<file path="src/rtl/uart_pkg.sv">
// uart_pkg: shared encodings and defaults for the UART transmit arbiter.
// Holds the FSM state type, data width and the default timing constants.
package uart_pkg;

  localparam int UART_DATA_W      = 8;
  localparam int DEF_GAP_CYCLES   = 16;
  localparam int DEF_BUSY_TIMEOUT = 8;

  typedef enum logic [2:0] {
    S_IDLE      = 3'd0,
    S_START     = 3'd1,
    S_WAIT_BUSY = 3'd2,
    S_WAIT_DONE = 3'd3,
    S_GAP       = 3'd4
  } state_e;

  // Bits needed to count 0..max_val, never less than one.
  function automatic int cnt_w(input int max_val);
    return (max_val < 1) ? 1 : $clog2(max_val + 1);
  endfunction

endpackage

</file>
<file path="src/rtl/uart_tx_arbiter_rr.sv">
// rr_arbiter: combinational round-robin pick of the next requester.
// Ports: req_i (request vector), ptr_i (last grant) -> gnt_o, idx_o, any_o.
module rr_arbiter
  import uart_pkg::*;
#(
  parameter int NUM_REQ = 4
) (
  input  logic [NUM_REQ-1:0]         req_i,
  input  logic [$clog2(NUM_REQ)-1:0] ptr_i,
  output logic [NUM_REQ-1:0]         gnt_o,
  output logic [$clog2(NUM_REQ)-1:0] idx_o,
  output logic                       any_o
);

  localparam int IW = $clog2(NUM_REQ);
  localparam logic [IW-1:0] LAST = IW'(NUM_REQ - 1);

  logic [IW-1:0] cand;

  // Scan ptr+1, ptr+2, ... with an explicit wrap so that
  // non-power-of-two requester counts never index past the end.
  always_comb begin
    cand  = ptr_i;
    idx_o = '0;
    any_o = 1'b0;
    for (int k = 0; k < NUM_REQ; k++) begin
      if (cand == LAST) cand = '0;
      else              cand = cand + 1'b1;
      if (!any_o && req_i[cand]) begin
        any_o = 1'b1;
        idx_o = cand;
      end
    end
  end

  always_comb begin
    gnt_o = '0;
    for (int i = 0; i < NUM_REQ; i++) begin
      gnt_o[i] = any_o && (idx_o == IW'(i));
    end
  end

endmodule

</file>
<file path="src/rtl/uart_tx_arbiter.sv">
// uart_tx_arbiter: round-robin share of one UART_Tx among NUM_REQ producers.
// Ports: clk, rst (sync, active high); req_valid/req_data/req_ready per
// requester; tx_start/tx_data/tx_busy to UART_Tx; grant_id, active,
// err_timeout status.
module uart_tx_arbiter
  import uart_pkg::*;
#(
  parameter int NUM_REQ      = 4,
  parameter int GAP_CYCLES   = DEF_GAP_CYCLES,
  parameter int BUSY_TIMEOUT = DEF_BUSY_TIMEOUT
) (
  input  logic                           clk,
  input  logic                           rst,
  input  logic [NUM_REQ-1:0]             req_valid,
  input  logic [UART_DATA_W*NUM_REQ-1:0] req_data,
  output logic [NUM_REQ-1:0]             req_ready,
  output logic                           tx_start,
  output logic [UART_DATA_W-1:0]         tx_data,
  input  logic                           tx_busy,
  output logic [$clog2(NUM_REQ)-1:0]     grant_id,
  output logic                           active,
  output logic                           err_timeout
);

  localparam int IW = $clog2(NUM_REQ);
  localparam int TW = cnt_w(BUSY_TIMEOUT);
  localparam int GW = cnt_w(GAP_CYCLES);

  localparam logic [TW-1:0] TO_LAST  = TW'(BUSY_TIMEOUT);
  localparam logic [GW-1:0] GAP_LAST =
    (GAP_CYCLES == 0) ? '0 : GW'(GAP_CYCLES - 1);

  state_e                 state_q, state_d;
  logic [IW-1:0]          ptr_q, ptr_d;
  logic [IW-1:0]          gid_q, gid_d;
  logic [UART_DATA_W-1:0] data_q, data_d;
  logic                   act_q, act_d;
  logic                   start_q, start_d;
  logic                   err_q, err_d;
  logic [TW-1:0]          tcnt_q, tcnt_d;
  logic [GW-1:0]          gcnt_q, gcnt_d;

  logic [NUM_REQ-1:0]     gnt;
  logic [IW-1:0]          sel_idx;
  logic                   sel_any;
  logic [UART_DATA_W-1:0] sel_data;

  rr_arbiter #(
    .NUM_REQ(NUM_REQ)
  ) u_rr (
    .req_i(req_valid),
    .ptr_i(ptr_q),
    .gnt_o(gnt),
    .idx_o(sel_idx),
    .any_o(sel_any)
  );

  always_comb begin
    sel_data = '0;
    for (int i = 0; i < NUM_REQ; i++) begin
      if (sel_idx == IW'(i))
        sel_data = req_data[i*UART_DATA_W +: UART_DATA_W];
    end
  end

  // Accept is Mealy from IDLE so the byte is latched on the same edge.
  assign req_ready   = (state_q == S_IDLE && !rst) ? gnt : '0;
  assign tx_start    = start_q;
  assign tx_data     = data_q;
  assign grant_id    = gid_q;
  assign active      = act_q;
  assign err_timeout = err_q;

  always_comb begin
    state_d = state_q;
    ptr_d   = ptr_q;
    gid_d   = gid_q;
    data_d  = data_q;
    act_d   = act_q;
    start_d = 1'b0;
    err_d   = 1'b0;
    tcnt_d  = tcnt_q;
    gcnt_d  = gcnt_q;
    unique case (state_q)
      S_IDLE: begin
        if (sel_any) begin
          data_d  = sel_data;
          gid_d   = sel_idx;
          ptr_d   = sel_idx;
          act_d   = 1'b1;
          state_d = S_START;
        end
      end
      S_START: begin
        start_d = 1'b1;
        tcnt_d  = '0;
        state_d = S_WAIT_BUSY;
      end
      S_WAIT_BUSY: begin
        if (tx_busy) begin
          state_d = S_WAIT_DONE;
        end else if (tcnt_q == TO_LAST) begin
          err_d   = 1'b1;
          gcnt_d  = '0;
          state_d = S_GAP;
        end else begin
          tcnt_d = tcnt_q + 1'b1;
        end
      end
      S_WAIT_DONE: begin
        if (!tx_busy) begin
          gcnt_d  = '0;
          state_d = S_GAP;
        end
      end
      S_GAP: begin
        // A zero gap still spends one cycle here.
        if (gcnt_q == GAP_LAST) begin
          act_d   = 1'b0;
          state_d = S_IDLE;
        end else begin
          gcnt_d = gcnt_q + 1'b1;
        end
      end
      default: state_d = S_IDLE;
    endcase
  end

  always_ff @(posedge clk) begin
    if (rst) begin
      state_q <= S_IDLE;
      ptr_q   <= IW'(NUM_REQ - 1);
      gid_q   <= '0;
      data_q  <= '0;
      act_q   <= 1'b0;
      start_q <= 1'b0;
      err_q   <= 1'b0;
      tcnt_q  <= '0;
      gcnt_q  <= '0;
    end else begin
      state_q <= state_d;
      ptr_q   <= ptr_d;
      gid_q   <= gid_d;
      data_q  <= data_d;
      act_q   <= act_d;
      start_q <= start_d;
      err_q   <= err_d;
      tcnt_q  <= tcnt_d;
      gcnt_q  <= gcnt_d;
    end
  end

endmodule

</file>
<file path="config.mk">
export PLATFORM = sky130hd
export DESIGN_NAME = uart_tx_arbiter
export DESIGN_NICKNAME = d
export VERILOG_FILES = /design/src/rtl/uart_pkg.sv /design/src/rtl/uart_tx_arbiter_rr.sv /design/src/rtl/uart_tx_arbiter.sv
export SDC_FILE = /design/constraint.sdc
export NUM_CORES = 1
export LEC_CHECK = 0
export ABC_AREA = 1
export BUFFER_PORTS_ARGS = -buffer_cell sky130_fd_sc_hd__buf_2
export CAP_MARGIN = 20
export CORE_MARGIN = 2
export CORE_UTILIZATION = 55
export DETAILED_ROUTE_END_ITERATION = 8
export PLACE_DENSITY = 0.83
export SYNTH_ARGS = -nofsm -noshare
export SYNTH_HDL_FRONTEND = slang
export SYNTH_SLANG_ARGS = --single-unit
</file>
<file path="constraint.sdc">
create_clock -name clk -period 6.25 [get_ports clk]
set_input_delay 1.25 -clock clk [delete_from_list [all_inputs] [get_ports clk]]
set_output_delay 1.25 -clock clk [all_outputs]
set_load 0.05 [all_outputs]
</file>
==> results of run 1 <==
-- where the power goes --
| part | leakage (nW) | internal [mW] | switching, mW |
|---|---|---|---|
| clock network | 0.0150 | 0.0250 | 0.0494 |
| logic | 0.817 | 0.286 | 0.719 |
| registers | 0.222 | 0.220 | 0.0281 |
-- area by class of cell --
| class | count | area, um2 | share of cell area [%] |
|---|---|---|---|
| flip-flops and latches | 27 | 540.5 | 25.82 |
| clock buffers | 4 | 26.28 | 1.255 |
| inverters | 31 | 116.4 | 5.559 |
| repair buffers | 55 | 275.3 | 13.15 |
| multi-input cells | 212 | 1080 | 51.58 |
| well taps | 44 | 55.05 | 2.630 |
-- flip-flops by register name, indices dropped and copies added, names as in the netlist --
name / count
tx_start: 1
tx_data: 8
active: 1
ptr_q: 2
grant_id: 2
state_q: 3
tcnt_q: 4
err_timeout: 1
gcnt_q: 5
-- path summary, 6_finish.rpt --
kind | slack, ns | from | endpoint | depth (start not counted)
min | 0.48 | grant_id[0] | grant_id[0] | 2
max | 1.88 | ptr_q[0] | req_ready[0] | 13
max reg2reg | 3.56 | ptr_q[0] | tx_data[3] | 12
min reg2reg | 0.48 | grant_id[0] | grant_id[0] | 2
-- cells in the mapped netlist, drive strengths merged (2+ instances only) --
cell type	instances	area share [%]
buf	8	3.9
nand2	87	19
ha	5	3.5
a211oi	3	1.2
nor2	31	8.2
dfxtp	27	30
inv	30	6.2
nor3	9	2.5
a21oi	9	3.3
o21ai	12	3.5
nand4	11	4.2
nor3b	2	0.83
nand3	37	11
-- stage by stage --
stage	cell area, um2	worst slack, ns	hold slack (ns)
finish	2093	1.875	0.4777
floorplan	1808	1.832	0.4329
global route	2093	1.546	0.4922
global placement	2067	2.036	0.4492
CTS	2093	1.888	0.4787
detailed placement	2067	1.901	0.4502
-- logic make-up (layout without fill, tap and decap cells) --
kind of cell	count (synthesis)	after routing
simple gates	179	179
flops	27	27
fa+ha+maj	5	5
buf+inv	39	90
compound gates	27	27
xor+xnor	1	1
-- metal layers --
layer | global-route usage [%] | vias to the layer above | part of all wire (%)
li1 | - | 1011 | -
met1 | 30.98 | 843 | 48
met2 | 37.23 | 56 | 45
met3 | 5.672 | 2 | 6.7
met4 | 2.432 | 0 | 0.25
met5 | 0 | - | 0
-- critical path: stages (launching register included) --
cell and delay [ns]:
sky130_fd_sc_hd__dfxtp_1 0.37, sky130_fd_sc_hd__ha_1 0.24, sky130_fd_sc_hd__nor2_2 0.35, sky130_fd_sc_hd__nand2_1 0.09, sky130_fd_sc_hd__nand2_1 0.17, sky130_fd_sc_hd__nand2_1 0.09, sky130_fd_sc_hd__nand2_2 0.10, sky130_fd_sc_hd__nor2_4 0.05
sky130_fd_sc_hd__nand2_1 0.07, sky130_fd_sc_hd__nor2_1 0.05, sky130_fd_sc_hd__nor2_2 0.47, sky130_fd_sc_hd__nand2_1 0.23, sky130_fd_sc_hd__nor3_1 0.20, sky130_fd_sc_hd__buf_2 0.30
==> results.py, run 1 <==
metrics = {
    "final_layout": {
        "instances_no_fill": 373,
        "fraction_of_layout_instances_using_a_drive_strength_above_1_pct": 24.62,
        "nets": 374,
        "num-fill-cells": 291,
        "num_antenna_cells": 0,
        "syn_to_final_growth_pct": 15.78,
        "finalCoreUtilization_pct": 68.01,
        "most_frequent_cells_in_the_layout": "sky130_fd_sc_hd__nand2_1, sky130_fd_sc_hd__buf_2, sky130_fd_sc_hd__nand3_1",
        "layout.cells.most_common": "sky130_fd_sc_hd__nand2_1",
    },
    "timing": {
        "finClkSkew_ns": 0.006904,
        "timing.final.crit_share_pct": 70.00,
        "report.final.slew_viol_count": 0,
        "worst_pin_slew_ns": 0.6035,
        "fin_crit_ns": 4.375,
        "setup_violations_final": 0,
        "fin_setup_tns_ns": 0,
        "timing.final.hold_violations": 0,
        "max-slew-margin-rel_pct": 59.72,
        "max_freq_mhz": 228.6,
        "rsz0062_at_grt": "no",
    },
    "drt": {
        "routed_via_density": 5.126,
        "drc_errors": 0,
        "finalWirelength_um": 3993,
        "drt_pass1_iterations": 4,
        "routed-via-count": 1912,
        "drtIter0Drc": 88,
        "routedWlPerCell_um": 10.71,
        "postRouteAntennaNets": 0,
    },
    "synthesis": {
        "synthesis.yosys.warnings": 0,
        "synth-edff-count": 0,
        "syn-cell-area_um2": 1808,
        "postSynthCellCount": 278,
        "synth-xor-area-share_pct": 0.4844,
        "synth_adder_area_share_pct": 3.460,
        "ys_seq_elements": 27,
        "synth_mux_area_share_pct": 0,
        "synth_compound_area_share_pct": 9.343,
        "avgSynthCellArea_um2": 6.504,
        "synth_seq_area_share_pct": 29.90,
        "combinational_family_with_the_most_area_after_synthesis": "simple AND/OR/NAND/NOR gates",
        "count_of_different_cell_masters_after_synthesis": 31,
        "synth-async-reset-ratio_pct": 0,
        "syn-num-nets": 322,
        "synth_simple_gate_area_share_pct": 46.44,
        "synth_flop_cell": "sky130_fd_sc_hd__dfxtp_1",
    },
    "place": {
        "place_congestion": 0.9301,
        "estimated_wirelength_of_the_detail_placed_design_um": 3031,
        "number_of_placed_cells_counting_well_taps": 369,
        "number_of_i_o_port_buffers": 55,
    },
    "clocking": {
        "post_cts_resize_count": 0,
        "cts_inserted_buffers": 3,
        "count_of_buffers_added_by_post_cts_timing_repair_for_setup": 0,
        "worstSkewPairLatency_ns": 0.33,
        "cts_tree": "done",
        "clock-root-buffer": "sky130_fd_sc_hd__clkbuf_4",
        "clkSlewWorstSetupHoldPaths_ns": 0.14,
        "post_cts_hold_buffer_count": 0,
        "clockBufferDepth": 2,
        "h_tree_levels": 1,
        "clock_sink_count": 27,
    },
    "worst_setup_path": {
        "timing.critical_path.from_type": "flop",
        "worstPathMaxFanout": 17,
        "worst_ep_arrival_time_ns": 3.12,
        "timing.critical_path.required_ns": 5.00,
        "criticalPathCategory": "flop to output port",
        "critical_path.endpoint_type": "output port",
    },
    "floorplan": {
        "dieArea_um2": 3762,
        "core_um2": 3078,
        "std_cell_rows": 20,
        "die_x_um": 61.34,
        "initial_utilization_pct": 58.74,
        "die-height_um": 61.34,
        "io-pin-count": 56,
    },
    "global_routing": {
        "grt_pass1_vias": 1605,
        "grt_antenna_before_repair": 0,
        "grtUsageTotal_pct": 22.54,
        "pin_count_of_the_biggest_net_entering_global_routing": 24,
        "globalRouteOverflowTotal": 0,
        "wire_length_of_the_first_global_routing_pass_um": 6479,
    },
    "job": {
        "drv.max_cap_violation_count": 0,
    },
    "status": {
        "outcome": "completed",
    },
    "power": {
        "p_per_area_nw_per_um2": 633.9,
        "cellLeakagePower_nw": 1.054,
        "power.total_mw": 1.327,
        "power.ir.vdd_worst_v": 0.0003712,
    },
    "hold_path": {
        "hold_path.class": "flop to flop",
    },
}
Power figures use the tool's default switching activity.
==> run 2: changes to the inputs <==
CORE_UTILIZATION = 46   (was 55)
PLACE_DENSITY = 0.74   (was 0.83)
clock period = 3.6 ns   (was 6.25 ns; I/O delays follow)
==> results.py, run 2 (synthesis results as in run 1) <==
metrics = {
    "final_layout": {
        "layout.cells.most_common": "sky130_fd_sc_hd__nand2_1",
        "num_antenna_cells": 0,
        "instances_no_fill": 380,
        "layout.cell_area.non_filler_um2": 2143,
        "largest_register_ffs": 8,
        "most_frequent_cells_in_the_layout": "sky130_fd_sc_hd__nand2_1, sky130_fd_sc_hd__buf_2, sky130_fd_sc_hd__nand3_1",
        "nets": 377,
        "fraction_of_layout_instances_using_a_drive_strength_above_1_pct": 25.60,
        "syn_to_final_growth_pct": 18.55,
        "num-fill-cells": 368,
    },
    "clocking": {
        "post_cts_resize_count": 0,
        "cts_tree": "done",
        "clock-root-buffer": "sky130_fd_sc_hd__clkbuf_8",
        "clockBufferDepth": 2,
        "post_cts_hold_buffer_count": 0,
        "clock_sink_count": 27,
        "worstSkewPairLatency_ns": 0.28,
        "count_of_buffers_added_by_post_cts_timing_repair_for_setup": 0,
        "cts_inserted_buffers": 3,
        "clkSlewWorstSetupHoldPaths_ns": 0.09,
        "h_tree_levels": 1,
    },
    "worst_setup_path": {
        "timing.critical_path.required_ns": 2.88,
        "worstPathMaxFanout": 23,
        "critical_path.endpoint_type": "output port",
        "worst_path_max_delay_cell": "sky130_fd_sc_hd__dfxtp_1",
        "timing.critical_path.from_type": "flop",
        "crit_path_max_incr_delay_ns": 0.35,
        "worst-r2r-cell-count": 13,
        "worst_ep_arrival_time_ns": 2.54,
        "criticalPathCategory": "flop to output port",
        "crit_path_frequent_cell": "sky130_fd_sc_hd__nand2_1",
        "path_cells": "ha_1, nor2_2, nand2_1, nand3_2, nand2_2, nor2_4, nand4_2, nand2_4, nand2_1, nor2_1, buf_2",
    },
    "timing": {
        "setup_violations_final": 0,
        "timing.final.hold_violations": 0,
        "fin_crit_ns": 3.264,
        "timing.final.crit_share_pct": 90.66,
        "worst_pin_slew_ns": 0.5980,
        "rsz0062_at_grt": "no",
        "report.final.slew_viol_count": 0,
        "max_freq_mhz": 306.4,
        "fin_setup_tns_ns": 0,
        "finClkSkew_ns": 0.006893,
        "max-slew-margin-rel_pct": 59.71,
    },
    "floorplan": {
        "die-height_um": 66.69,
        "initial_utilization_pct": 48.65,
        "die_x_um": 66.69,
        "std_cell_rows": 22,
        "io-pin-count": 56,
        "core_um2": 3716,
        "dieArea_um2": 4448,
    },
    "global_routing": {
        "pin_count_of_the_biggest_net_entering_global_routing": 24,
        "grt_antenna_before_repair": 0,
        "globalRouteOverflowTotal": 0,
        "grt_pass1_vias": 1853,
        "wire_length_of_the_first_global_routing_pass_um": 7327,
        "grtUsageTotal_pct": 20.67,
    },
    "drt": {
        "drc_errors": 0,
        "finalWirelength_um": 4165,
        "routed_via_density": 5.037,
        "postRouteAntennaNets": 0,
        "drt_pass1_iterations": 4,
        "routed-via-count": 1914,
        "drtIter0Drc": 128,
        "routedWlPerCell_um": 10.96,
    },
    "place": {
        "placed_area_um2": 2095,
        "number_of_placed_cells_counting_well_taps": 376,
        "estimated_wirelength_of_the_detail_placed_design_um": 3256,
        "number_of_i_o_port_buffers": 55,
        "place_congestion": 0.8244,
    },
    "power": {
        "power.ir.vdd_worst_v": 0.0007213,
        "power_frac_seq_pct": 18.0,
        "netSwitchingPower_mw": 1.385,
        "combPwrFrac_pct": 74.7,
        "cellLeakagePower_nw": 1.075,
        "p_per_area_nw_per_um2": 1116,
        "power.share.switching_pct": 57.87,
        "clockPowerShare_pct": 7.3,
        "cellInternalPower_mw": 1.008,
    },
    "hold_path": {
        "hold_path.class": "flop to flop",
        "min_path_cells": 2,
    },
    "job": {
        "drv.max_cap_violation_count": 0,
    },
    "status": {
        "outcome": "completed",
    },
}
[run 2: path summary, 6_finish.rpt]
check | start | to | slack [ns]
max | ptr_q[0] | req_ready[1] | 0.34
min | grant_id[1] | grant_id[1] | 0.47
max reg2reg | ptr_q[0] | tx_data[0] | 1.09
min reg2reg | grant_id[1] | grant_id[1] | 0.47
[run 2: critical path, delay by kind of cell, from the launching register on]
| family | cells | cell delay [ns] |
|---|---|---|
| buffers and inverters | 1 | 0.26 |
| and+or+nand+nor | 9 | 1.42 |
| adders and majority gates | 1 | 0.24 |
| DFF | 1 | 0.35 |
[run 2: power by group through the flow]
stage | registers, mW | logic [mW] | clock network, mW
floorplan | 0.573 | 1.38 | 0
global placement | 0.435 | 1.77 | 0
detailed placement | 0.436 | 1.79 | 0
CTS | 0.431 | 1.79 | 0.180
global route | 0.441 | 2.01 | 0.193
finish | 0.431 | 1.79 | 0.174
[run 2: layout make-up]
class / instances / area (um2) / share of cell area (%)
multi-input combinational: 212 / 1080 / 50.38
timing repair buffer: 58 / 297.8 / 13.89
tap: 48 / 60.06 / 2.802
inverter: 31 / 116.4 / 5.429
sequential: 27 / 540.5 / 25.22
clock inverter: 1 / 7.507 / 0.3503
clock buffer: 3 / 41.29 / 1.926
[run 2: per-stage QoR]
stage	power (mW)	worst slack (ns)	hold slack (ns)	utilization [%]
6_report	2.393	0.3361	0.4683	57.68
2_1_floorplan	1.957	0.1753	0.4329	-
3_5_place_dp	2.224	0.6570	0.4559	56.36
3_3_place_gp	2.208	0.6846	0.4488	56.36
4_1_cts	2.406	0.3352	0.4703	57.68
5_1_grt	2.648	0.08526	0.4980	57.68
[run 2: per-layer routing]
layer | track usage (%) | up-vias | wire, um
met5 | 0 | - | 0
met4 | 4.592 | 0 | 55
met3 | 5.068 | 9 | 234
met2 | 36.63 | 51 | 1897
met1 | 25.08 | 835 | 1978
li1 | - | 1019 | -
